==> src/rtl/ibutterfly3_8.sv <==
// -----------------------------------------------------------------------------
// ibutterfly3_8
//
// Purpose:
//   Final inverse butterfly stage of an 8-point inverse transform. One row of
//   eight signed samples (even part E0..E3 on i_0..i_3, odd part O0..O3 on
//   i_4..i_7) is recombined into eight reconstructed samples:
//     o_k     = E_k + O_k     (k = 0..3)
//     o_(7-k) = E_k - O_k     (k = 0..3)
//   With enable=0 the row passes through unchanged. The block is a single
//   pipeline register with a valid/ready handshake on both sides, and it
//   flags the 8th output row of every 8x8 block on o_last.
//
// Configuration:
//   IBUTTERFLY_SAT_EN  defined   -> results saturate to the WIDTH-bit range
//                      undefined -> results wrap (two's complement, low bits)
//
// Ports:
//   clk        in   rising-edge clock
//   rst_n      in   synchronous active-low reset
//   enable     in   1 = inverse butterfly, 0 = bypass (sampled with input row)
//   i_valid    in   input row valid
//   i_ready    out  block can accept an input row (combinational)
//   i_0..i_3   in   even part E0..E3, WIDTH-bit signed
//   i_4..i_7   in   odd part O0..O3, WIDTH-bit signed
//   o_valid    out  output row valid
//   o_ready    in   downstream accepts the output row
//   o_0..o_7   out  reconstructed samples, WIDTH-bit signed
//   o_last     out  high with the 8th output row of an 8x8 block
// -----------------------------------------------------------------------------
module ibutterfly3_8 #(
  parameter int WIDTH = 28
) (
  input  logic                    clk,
  input  logic                    rst_n,
  input  logic                    enable,
  input  logic                    i_valid,
  output logic                    i_ready,
  input  logic signed [WIDTH-1:0] i_0,
  input  logic signed [WIDTH-1:0] i_1,
  input  logic signed [WIDTH-1:0] i_2,
  input  logic signed [WIDTH-1:0] i_3,
  input  logic signed [WIDTH-1:0] i_4,
  input  logic signed [WIDTH-1:0] i_5,
  input  logic signed [WIDTH-1:0] i_6,
  input  logic signed [WIDTH-1:0] i_7,
  output logic                    o_valid,
  input  logic                    o_ready,
  output logic signed [WIDTH-1:0] o_0,
  output logic signed [WIDTH-1:0] o_1,
  output logic signed [WIDTH-1:0] o_2,
  output logic signed [WIDTH-1:0] o_3,
  output logic signed [WIDTH-1:0] o_4,
  output logic signed [WIDTH-1:0] o_5,
  output logic signed [WIDTH-1:0] o_6,
  output logic signed [WIDTH-1:0] o_7,
  output logic                    o_last
);

  // Two-state occupancy of the single output register.
  typedef enum logic {
    ST_EMPTY = 1'b0,
    ST_FULL  = 1'b1
  } state_t;

  state_t                  r_state;
  state_t                  w_state_next;

  logic                    w_in_xfer;
  logic                    w_out_xfer;

  logic signed [WIDTH-1:0] w_in  [8];
  logic signed [WIDTH-1:0] w_res [8];
  logic signed [WIDTH-1:0] r_data [8];
  logic [2:0]              r_row_cnt;

  // ---------------------------------------------------------------------------
  // Input gathering
  // ---------------------------------------------------------------------------
  assign w_in[0] = i_0;
  assign w_in[1] = i_1;
  assign w_in[2] = i_2;
  assign w_in[3] = i_3;
  assign w_in[4] = i_4;
  assign w_in[5] = i_5;
  assign w_in[6] = i_6;
  assign w_in[7] = i_7;

`ifdef IBUTTERFLY_SAT_EN
  // Clamp a WIDTH+1-bit result into WIDTH bits. Overflow is exactly the case
  // where the two top bits disagree; the top bit then gives the direction.
  function automatic logic signed [WIDTH-1:0] sat_fn(input logic signed [WIDTH:0] x);
    logic signed [WIDTH-1:0] y;
    if (x[WIDTH] != x[WIDTH-1]) begin
      y = x[WIDTH] ? {1'b1, {(WIDTH-1){1'b0}}} : {1'b0, {(WIDTH-1){1'b1}}};
    end else begin
      y = x[WIDTH-1:0];
    end
    return y;
  endfunction
`endif

  // ---------------------------------------------------------------------------
  // Butterfly datapath: lane gi pairs E_gi with O_gi and writes o_gi / o_(7-gi)
  // ---------------------------------------------------------------------------
  generate
    for (genvar gi = 0; gi < 4; gi++) begin : g_bfly
      logic signed [WIDTH-1:0] w_sum_red;
      logic signed [WIDTH-1:0] w_diff_red;

`ifdef IBUTTERFLY_SAT_EN
      logic signed [WIDTH:0] w_sum;
      logic signed [WIDTH:0] w_diff;

      // One guard bit so the true result is always representable.
      assign w_sum      = {w_in[gi][WIDTH-1], w_in[gi]} + {w_in[gi+4][WIDTH-1], w_in[gi+4]};
      assign w_diff     = {w_in[gi][WIDTH-1], w_in[gi]} - {w_in[gi+4][WIDTH-1], w_in[gi+4]};
      assign w_sum_red  = sat_fn(w_sum);
      assign w_diff_red = sat_fn(w_diff);
`else
      // Wrapping build: the guard bit would be dropped anyway, so the low
      // WIDTH bits of a WIDTH-bit add are already the wrapped result.
      assign w_sum_red  = w_in[gi] + w_in[gi+4];
      assign w_diff_red = w_in[gi] - w_in[gi+4];
`endif

      assign w_res[gi]   = enable ? w_sum_red  : w_in[gi];
      assign w_res[7-gi] = enable ? w_diff_red : w_in[7-gi];
    end
  endgenerate

  // ---------------------------------------------------------------------------
  // Handshake
  // ---------------------------------------------------------------------------
  assign w_in_xfer  = i_valid && i_ready;
  assign w_out_xfer = o_valid && o_ready;

  // ---------------------------------------------------------------------------
  // FSM: state register
  // ---------------------------------------------------------------------------
  always_ff @(posedge clk) begin
    if (!rst_n) begin
      r_state <= ST_EMPTY;
    end else begin
      r_state <= w_state_next;
    end
  end

  // ---------------------------------------------------------------------------
  // FSM: next-state logic
  // ---------------------------------------------------------------------------
  always_comb begin
    w_state_next = r_state;
    case (r_state)
      ST_EMPTY: begin
        if (w_in_xfer) begin
          w_state_next = ST_FULL;
        end
      end
      ST_FULL: begin
        // A simultaneous load keeps the register full (no bubble).
        if (w_out_xfer && !w_in_xfer) begin
          w_state_next = ST_EMPTY;
        end
      end
      default: begin
        w_state_next = ST_EMPTY;
      end
    endcase
  end

  // ---------------------------------------------------------------------------
  // FSM: outputs
  // ---------------------------------------------------------------------------
  always_comb begin
    o_valid = (r_state == ST_FULL);
    // Accept when empty, or when the held row leaves this same cycle.
    i_ready = !o_valid || o_ready;
    o_last  = o_valid && (r_row_cnt == 3'd7);
  end

  // ---------------------------------------------------------------------------
  // Output data register: loads only on input transfer, so it holds during
  // backpressure and keeps the last row after it has been consumed.
  // ---------------------------------------------------------------------------
  always_ff @(posedge clk) begin
    if (!rst_n) begin
      for (int k = 0; k < 8; k++) begin
        r_data[k] <= '0;
      end
    end else if (w_in_xfer) begin
      for (int k = 0; k < 8; k++) begin
        r_data[k] <= w_res[k];
      end
    end
  end

  // ---------------------------------------------------------------------------
  // Row counter: position of the currently presented row within its 8x8
  // block. Advances per consumed row, bypass rows included; 3 bits wrap 7->0.
  // ---------------------------------------------------------------------------
  always_ff @(posedge clk) begin
    if (!rst_n) begin
      r_row_cnt <= 3'd0;
    end else if (w_out_xfer) begin
      r_row_cnt <= r_row_cnt + 3'd1;
    end
  end

  assign o_0 = r_data[0];
  assign o_1 = r_data[1];
  assign o_2 = r_data[2];
  assign o_3 = r_data[3];
  assign o_4 = r_data[4];
  assign o_5 = r_data[5];
  assign o_6 = r_data[6];
  assign o_7 = r_data[7];

endmodule

==> config.mk <==
export PLATFORM = sky130hd
export DESIGN_NAME = ibutterfly3_8
export DESIGN_NICKNAME = d
export VERILOG_FILES = /design/src/rtl/ibutterfly3_8.sv
export SDC_FILE = /design/constraint.sdc
export NUM_CORES = 1
export LEC_CHECK = 0
export ABC_AREA = 1
export CAP_MARGIN = 0
export CORE_UTILIZATION = 35
export CTS_CLUSTER_DIAMETER = 50
export DETAILED_ROUTE_END_ITERATION = 6
export PLACE_DENSITY_LB_ADDON = 0.3
export SLEW_MARGIN = 20
export SYNTH_ARGS = -nofsm -noshare
export SYNTH_HDL_FRONTEND = slang
export SYNTH_SLANG_ARGS = --single-unit
==> constraint.sdc <==
create_clock -name clk -period 11 [get_ports clk]
set_input_delay 2.2 -clock clk [delete_from_list [all_inputs] [get_ports clk]]
set_output_delay 2.2 -clock clk [all_outputs]
set_load 0.1 [all_outputs]
==> metrics.yaml, run 1 <==
critical_path:
  path_max_fanout: 3
  cp-start-kind: "input pin"
  arrival_ps: 3950
  cp-end-kind: "output port"
  crit_required_ps: 8800
  critical_path_class: "input pin to output port"
logic_synthesis:
  yosys.area.top_type: "edfxtp_1"
  synthCells: 4512
  synth.avg_cell_area_um2: 5.995
  synth_top_area_frac: 0.2487
  synthTopCellsByArea: "edfxtp_1 (25%), nand2_1 (18%), inv_1 (13%), ha_1 (10%), nor2_1 (8.1%)"
  postSynth.asyncResetShare: 0
  ys_ff_latch: 228
  yosysSeqAreaShare: 0.2517
  yosys_warnings: 0
  ys_types: 38
  syn-num-nets: 4967
  ys.flop_type: "edfxtp_1"
  synth_edf_count: 224
  syn_area_um2: 27050
clock_tree:
  cts_max_level: 2
  clkLatencyLatePin_ps: 590
  cts_made_buffers: 42
  tritoncts: "done"
  cts_sinks: 228
  path_clk_slew_ps: 60
  cts_resized: 0
  postCtsSetupBuffers: 0
  cts-root-buf: "clkbuf_16"
  cts_buffer_depth: 3
  ctsHoldBuffers: 0
min_path:
  min_path_type: "flip-flop to flip-flop"
timing:
  max_freq_mhz: 162.7
  rsz0062_at_grt: "no"
  slew_viol_final: 0
  worst_pin_slew_ps: 1214
  post-route-min-period_ps: 6145
  setup_tns_ps: 0
  clock_skew_ps: 25.14
  slew_headroom: 0.1880
  setup_viol: 0
  finalCritPeriodShare: 0.5587
  finalHoldViolCount: 0
floorplanning:
  die_h_um: 280.0
  num_rows: 101
  initial_core_util: 0.3549
  coreArea_um2: 76200
  io_pins: 456
  die_area_um2: 78390
  die_x_um: 280.0
global_route:
  gr-total-overflow: 0
  antenna_found_initial: 5
  grt_pass1_vias: 27260
  grt_util_all_layers: 0.2855
  grt_max_degree: 118
  grt_pass1_wl_um: 167100
detailed_routing:
  drt_first_pass_iters: 6
  via_per_inst: 4.805
  met3_length_um: 7753
  drt_iter0_drc: 2124
  routed_wl_um: 114800
  post_drt_wl_per_cell_um: 19.35
  vias: 28520
  m1WireLength_um: 46800
  topRoutingLayerUsed: "met5"
  ant_nets: 0
  drc: 0
  met2_length_um: 56270
layout:
  fillers: 8249
  drive_gt1_frac: 0.02590
  final_cell_mix: "nand2_1 (1290), inv_1 (966), nor2_1 (585)"
  layout_commonest_cell: "nand2_1"
  nNetsFinal: 5326
  area_growth_pct: 24.45
  design_area_um2: 33660
power:
  powerDensity_nw_per_um2: 129.6
  p_leak_nw: 18.11
  vdd_drop_max_mv: 0.1235
placed_design:
  place.gp.congestion: 0.9499
  hpwlAfterDp_um: 94380
  placed_cell_area_um2: 32260
  portBuffers: 455
run:
  cap_violations: 0
run_status:
  status: "completed"
==> final timing paths <==
path,cells after the start,endpoint,slack [ps],start
worst max-delay path,4,i_ready,4850,o_ready
worst min-delay path,2,r_row_cnt[1],500,r_row_cnt[1]
worst max register to register,5,r_data[0][50],7720,o_valid
worst min register to register,2,r_row_cnt[1],500,r_row_cnt[1]
==> cell type report <==
class / count / area [um2] / share of cell area
multi-input combinational: 3161 / 15860 / 0.4712
sequential: 228 / 6807 / 0.2022
timing repair buffer: 467 / 4648 / 0.1381
inverter: 971 / 3652 / 0.1085
tap: 1030 / 1289 / 0.03829
clock buffer: 44 / 1080 / 0.03208
clock inverter: 33 / 320.3 / 0.009516
antenna: 1 / 2.502 / 0.00007434
==> synthesized netlist by cell type (all sizes together), types with 4 or more instances <==
library cell / number
dfxtp: 4
and2: 16
or2: 4
nand3b: 5
nand2: 1292
fa: 8
a21oi: 326
xor2: 71
o21ai: 192
buf: 99
nand3: 273
o21a: 11
o21bai: 43
nand4: 46
xnor2: 6
nor2: 610
ha: 218
edfxtp: 224
clkbuf: 53
nor3: 32
o211ai: 4
inv: 971
==> registers in the layout, summed over array words and instances, names as in the netlist <==
signal / flops
o_valid: 1
r_data: 224
r_row_cnt: 3
==> logic make-up (layout without fill, tap and decap cells) <==
group / count (synthesis) / count (layout) / share of synthesized area
adders and majority gates: 226 / 226 / 0.1068
buffers and inverters: 1123 / 1515 / 0.1622
and+or+nand+nor: 2279 / 2279 / 0.3417
xor gates and xnor gates: 77 / 77 / 0.02493
DFF: 228 / 228 / 0.2517
other: 0 / 1 / 0
AOI/OAI and AO/OA: 579 / 579 / 0.1127
==> report_power, final <==
group | internal, mW | leakage (nW) | switching (mW) | total, mW
Clock | 0.797 | 0.667 | 0.539 | 1.34
Sequential | 1.05 | 2.46 | 0.0431 | 1.10
Combinational | 0.501 | 15.0 | 1.43 | 1.93
==> routing by layer <==
layer | vias up | track usage
met2 | 954 | 0.5112
li1 | 14620 | -
met5 | - | 0
met4 | 6 | 0.09528
met1 | 12780 | 0.3439
met3 | 160 | 0.04663
==> per-stage QoR <==
stage / power, mW / setup WS [ps] / util / cells / hold slack (ps)
final: 4.361 / 4855 / 0.4417 / 5935 / 501.5
after global routing: 4.565 / 4793 / 0.4417 / 5934 / 532.5
after CTS: 4.388 / 4845 / 0.4417 / 5934 / 498.8
after detailed placement: 3.029 / 4852 / 0.4233 / 5857 / 490.3
after global placement: 3.030 / 4839 / 0.4233 / 5857 / 471.3
after floorplan: 2.442 / 2428 / - / 4512 / 457.5
==> critical path: stages <==
cell and delay, ps:
clkdlybuf4s50_1 480, inv_1 40, nand2_1 90, clkdlybuf4s50_1 1140
(Power assumes the default switching activity.)
==> inputs of run 2 (changes only) <==
==> constraint.sdc (replaced) <==
create_clock -name clk -period 6.2 [get_ports clk]
set_input_delay 1.24 -clock clk [delete_from_list [all_inputs] [get_ports clk]]
set_output_delay 1.24 -clock clk [all_outputs]
set_load 0.1 [all_outputs]
==> metrics.yaml, run 2 (synthesized netlist as in run 1, its figures left out) <==
run_status:
  status: "completed"  # unchanged
power:
  power_frac_seq: 0.247  # was 0.251
  powerDensity_nw_per_um2: 232.1  # was 129.6 nW/um2
  clkPwrFrac: 0.315  # was 0.306
  p_leak_nw: 18.16  # was 18.11 nW
  finalPower_mw: 7.846  # was 4.361 mW
  p_sw_frac: 0.4542  # was 0.4610
  p_int_mw: 4.282  # was 2.351 mW
  vdd_drop_max_mv: 0.2199  # was 0.1235 mV
  p_switching_mw: 3.564  # was 2.010 mW
  combPwrFrac: 0.439  # was 0.442
layout:
  design_area_um2: 33810  # was 33660 um2
  ff_latch_area_um2: 6807  # unchanged
  drive_gt1_frac: 0.02769  # was 0.02590
  nNetsFinal: 5332  # was 5326
  instances_no_fill: 5943  # was 5935
  fillers: 8062  # was 8249
  multi_input_area_um2: 15870  # was 15860 um2
  layout_commonest_cell: "nand2_1"  # unchanged
  area_growth_pct: 25.00  # was 24.45%
  regMostFlops: "r_data"  # unchanged
  final_cell_mix: "nand2_1 (1290), inv_1 (966), nor2_1 (585)"  # unchanged
  largest_reg_flops: 224  # unchanged
  post-route-util: 0.4437  # was 0.4417
timing:
  finalCritPeriodShare: 0.7477
  post-route-min-period_ps: 4636
  rsz0062_at_grt: "no"  # unchanged
  holdWs_ps: 503.3  # was 501.5 ps
  worst_pin_slew_ps: 1164  # was 1214 ps
  slew_headroom: 0.2217  # was 0.1880
  setup_viol: 0  # unchanged
  finalHoldViolCount: 0  # unchanged
  max_freq_mhz: 215.7
  slew_viol_final: 0  # unchanged
  clock_skew_ps: 23.62  # was 25.14 ps
  setup_ws_ps: 1564  # was 4855 ps
  setup_tns_ps: 0  # unchanged
clock_tree:
  cts_max_level: 2  # unchanged
  postCtsSetupBuffers: 0  # unchanged
  path_clk_slew_ps: 50  # was 60 ps
  clkLatencyLatePin_ps: 600  # was 590 ps
  cts_made_buffers: 42  # unchanged
  cts-root-buf: "clkbuf_16"  # unchanged
  ctsHoldBuffers: 0  # unchanged
  cts_resized: 0  # unchanged
  tritoncts: "done"  # unchanged
  cts_buffer_depth: 3  # unchanged
  cts_sinks: 228  # unchanged
floorplanning:
  die_area_um2: 78390  # unchanged
  io_pins: 456  # unchanged
  num_rows: 101  # unchanged
  die_x_um: 280.0  # unchanged
  initial_core_util: 0.3549  # unchanged
  die_h_um: 280.0  # unchanged
  coreArea_um2: 76200  # unchanged
global_route:
  met3_usage: 0.05679  # was 0.04663
  use_met1: 0.3277  # was 0.3439
  antenna_found_initial: 3  # was 5
  use_met2: 0.5046  # was 0.5112
  grt_pass1_vias: 27580  # was 27260
  grt_util_all_layers: 0.2831  # was 0.2855
  grt_max_degree: 136  # was 118
  grt_busiest_layer: "met2"  # unchanged
  gr-total-overflow: 0  # unchanged
  grt_pass1_wl_um: 166600  # was 167100 um
placed_design:
  placed_cell_area_um2: 32340  # was 32260 um2
  place_ws_ps: 1572  # was 4852 ps
  portBuffers: 455  # unchanged
  dp.cells: 5863  # was 5857
  hpwlAfterDp_um: 92520  # was 94380 um
  place.gp.congestion: 0.9986  # was 0.9499
detailed_routing:
  drt_first_pass_iters: 7  # was 6
  drc: 0  # unchanged
  routed_wl_um: 113900  # was 114800 um
  via_per_inst: 4.864  # was 4.805
  vias: 28910  # was 28520
  ant_nets: 0  # unchanged
  drt_iter0_drc: 2356  # was 2124
  post_drt_wl_per_cell_um: 19.16  # was 19.35 um
critical_path:
  critical_path_class: "input pin to output port"  # unchanged
  cp-start-kind: "input pin"  # unchanged
  cp_slowest_cell: "clkdlybuf4s50_1"  # unchanged
  crit_required_ps: 4960  # was 8800 ps
  slowest_delay_ps: 1180  # was 1140 ps
  setup.reg_to_reg.worst_slack_ps: 3340  # was 7720 ps
  path_cells: "clkdlybuf4s50_1 > inv_1 > nand2_1 > clkdlybuf4s50_1"  # unchanged
  cp-end-kind: "output port"  # unchanged
  path_buf_inv: 3  # unchanged
  critPathTopFamily: "buffers and inverters"  # unchanged
  arrival_ps: 3400  # was 3950 ps
  path_max_fanout: 3  # unchanged
  critPathMostFrequentCell: "clkdlybuf4s50_1"  # unchanged
min_path:
  min_path_type: "flip-flop to flip-flop"  # unchanged
run:
  cap_violations: 0  # unchanged
[run 2: cell types whose count changed in the layout (fill, tap and decap cells not counted), moves of 2 or more]
cell,before,now
bufinv_16,3,6
clkinv_4,6,3
buf_12,0,2
inv_8,3,0
clkinv_1,4,2
clkinvlp_4,7,13
buf_4,12,16
[run 2: power by group through the flow]
stage	Sequential, mW	Combinational [mW]	Clock, mW
after global placement	1.97	3.40	0
after detailed placement	1.96	3.41	0
after global routing	1.95	3.68	2.55
final	1.94	3.44	2.47
after CTS	1.94	3.42	2.50
after floorplan	2.97	1.35	0
[run 2: layer usage]
layer | up-vias | part of all wire | wire length, um
met5 | - | 0.00011 | 13
met4 | 2 | 0.043 | 4928
met3 | 181 | 0.077 | 8756
met2 | 1149 | 0.49 | 55640
met1 | 12940 | 0.39 | 44530
li1 | 14640 | - | -
[run 2: worst register-to-register path: stages, from the launching register on]
cell     delay [ps]
dfxtp_1         480
nand2_1         220
nand2_1         280
nor2_4           40
buf_4           210
inv_4           590
buf_4           540
nor2_1          100
o21ai_0         100
inv_1            60
[run 2: final cells by class]
type | instances | area share
inverter | 971 | 0.1080
clock inverter | 34 | 0.01181
tap | 1030 | 0.03812
sequential | 228 | 0.2013
multi-input combinational | 3161 | 0.4694
clock buffer | 44 | 0.03160
timing repair buffer | 473 | 0.1396
antenna | 2 | 0.0001480
[run 2: worst paths after layout]
check             depth (start not counted)    startpoint             to
setup / recovery                          4       o_ready        i_ready
hold / removal                            2  r_row_cnt[1]   r_row_cnt[1]
setup reg to reg                          9       o_valid  r_data[0][62]
hold reg to reg                           2  r_row_cnt[1]   r_row_cnt[1]
==> inputs of run 3 (changes only) <==
==> constraint.sdc (replaced) <==
create_clock -name clk -period 4.5 [get_ports clk]
set_input_delay 0.9 -clock clk [delete_from_list [all_inputs] [get_ports clk]]
set_output_delay 0.9 -clock clk [all_outputs]
set_load 0.1 [all_outputs]
==> metrics.yaml, run 3 (synthesized netlist as in run 1, its figures left out) <==
run_status:
  status: "completed"  # unchanged
floorplanning:
  die_area_um2: 78390  # unchanged
  coreArea_um2: 76200  # unchanged
  num_rows: 101  # unchanged
  io_pins: 456  # unchanged
  die_h_um: 280.0  # unchanged
  initial_core_util: 0.3549  # unchanged
  die_x_um: 280.0  # unchanged
critical_path:
  crit_required_ps: 3600  # was 4960 ps
  arrival_ps: 2490  # was 3400 ps
  cp-start-kind: "flip-flop"  # was input pin
  cp-end-kind: "output port"  # unchanged
  critical_path_class: "flip-flop to output port"  # was input pin to output port
  path_max_fanout: 2  # was 3
clock_tree:
  cts_max_level: 2  # unchanged
  cts-root-buf: "clkbuf_16"  # unchanged
  path_clk_slew_ps: 60  # was 50 ps
  clkLatencyLatePin_ps: 610  # was 600 ps
  cts_resized: 0  # unchanged
  cts_made_buffers: 45  # was 42
  cts_sinks: 228  # unchanged
  postCtsSetupBuffers: 0  # unchanged
  tritoncts: "done"  # unchanged
  cts_buffer_depth: 3  # unchanged
  ctsHoldBuffers: 0  # unchanged
global_route:
  grt_pass1_wl_um: 172200  # was 166600 um
  grt_util_all_layers: 0.2950  # was 0.2831
  gr-total-overflow: 0  # unchanged
  antenna_found_initial: 7  # was 3
  grt_max_degree: 140  # was 136
  grt_pass1_vias: 27650  # was 27580
layout:
  drive_gt1_frac: 0.02844  # was 0.02769
  design_area_um2: 33930  # was 33810 um2
  post-route-util: 0.4453  # was 0.4437
  area_growth_pct: 25.45  # was 25.00%
  layout_commonest_cell: "nand2_1"  # unchanged
  final_cell_mix: "nand2_1 (1290), inv_1 (966), nor2_1 (585)"  # unchanged
  regMostFlops: "r_data"  # unchanged
  instances_no_fill: 5955  # was 5943
  nNetsFinal: 5340  # was 5332
  largest_reg_flops: 224  # unchanged
timing:
  setup_viol: 0  # unchanged
  post-route-min-period_ps: 3387
  finalHoldViolCount: 0  # unchanged
  rsz0062_at_grt: "no"  # unchanged
  setup_ws_ps: 1113  # was 1564 ps
  worst_pin_slew_ps: 1178  # was 1164 ps
  slew_headroom: 0.2122  # was 0.2217
  max_freq_mhz: 295.2
  slew_viol_final: 0  # unchanged
  finalCritPeriodShare: 0.7527
  setup_tns_ps: 0  # unchanged
  holdWs_ps: 509.7  # was 503.3 ps
  clock_skew_ps: 19.41  # was 23.62 ps
placed_design:
  dp.cells: 5868  # was 5863
  place.gp.congestion: 0.9623  # was 0.9986
  hpwlAfterDp_um: 96170  # was 92520 um
  portBuffers: 455  # unchanged
  place_ws_ps: 823.5  # was 1572 ps
  placed_cell_area_um2: 32430  # was 32340 um2
power:
  powerDensity_nw_per_um2: 321.4  # was 232.1 nW/um2
  vdd_drop_max_mv: 0.2735  # was 0.2199 mV
  p_leak_nw: 18.25  # was 18.16 nW
  finalPower_mw: 10.90  # was 7.846 mW
detailed_routing:
  routed_wl_um: 118100  # was 113900 um
  drt_first_pass_iters: 6  # was 7
  post_drt_wl_per_cell_um: 19.83  # was 19.16 um
  via_per_inst: 4.839  # was 4.864
  drt_iter0_drc: 2184  # was 2356
  drc: 0  # unchanged
  vias: 28820  # was 28910
  ant_nets: 0  # unchanged
run:
  cap_violations: 0  # unchanged
min_path:
  min_path_type: "flip-flop to flip-flop"  # unchanged
[run 3: worst paths after layout]
kind,startpoint,endpoint,slack [ps],depth (start not counted)
hold / removal,r_row_cnt[1],r_row_cnt[1],510,2
setup reg to reg,o_valid,r_data[0][69],1830,9
setup / recovery,r_row_cnt[0],o_last,1110,5
hold reg to reg,r_row_cnt[1],r_row_cnt[1],510,2
[run 3: worst max-delay path, cell delays in order, from the launching register on]
cell and delay (ps):
dfxtp_1 340, ha_1 150, ha_1 160, nand2_1 50
inv_1 50, clkdlybuf4s50_1 1120
[run 3: routing by layer]
layer | vias up | global-route usage | routed length [um]
li1 | 14650 | - | -
met5 | - | 0 | 53
met1 | 12940 | 0.3507 | 47700
met4 | 8 | 0.1100 | 4563
met2 | 1028 | 0.5223 | 57480
met3 | 188 | 0.05629 | 8285
[run 3: power breakdown]
group,leakage (nW),switching (mW),total (mW),internal (mW)
Combinational,15.1,3.53,4.78,1.24
Clock,0.720,1.36,3.46,2.10
Sequential,2.46,0.0928,2.66,2.57
[run 3: area by class of cell]
class                           instances  area [um2]
Timing Repair Buffer                  478        4811
Fill cell                            8256       42270
Antenna cell                            3       7.507
Tap cell                             1030        1289
Inverter                              971        3652
Clock buffer                           54        1160
Multi-Input combinational cell       3161       15870
Clock inverter                         30       335.3
Sequential cell                       228        6807
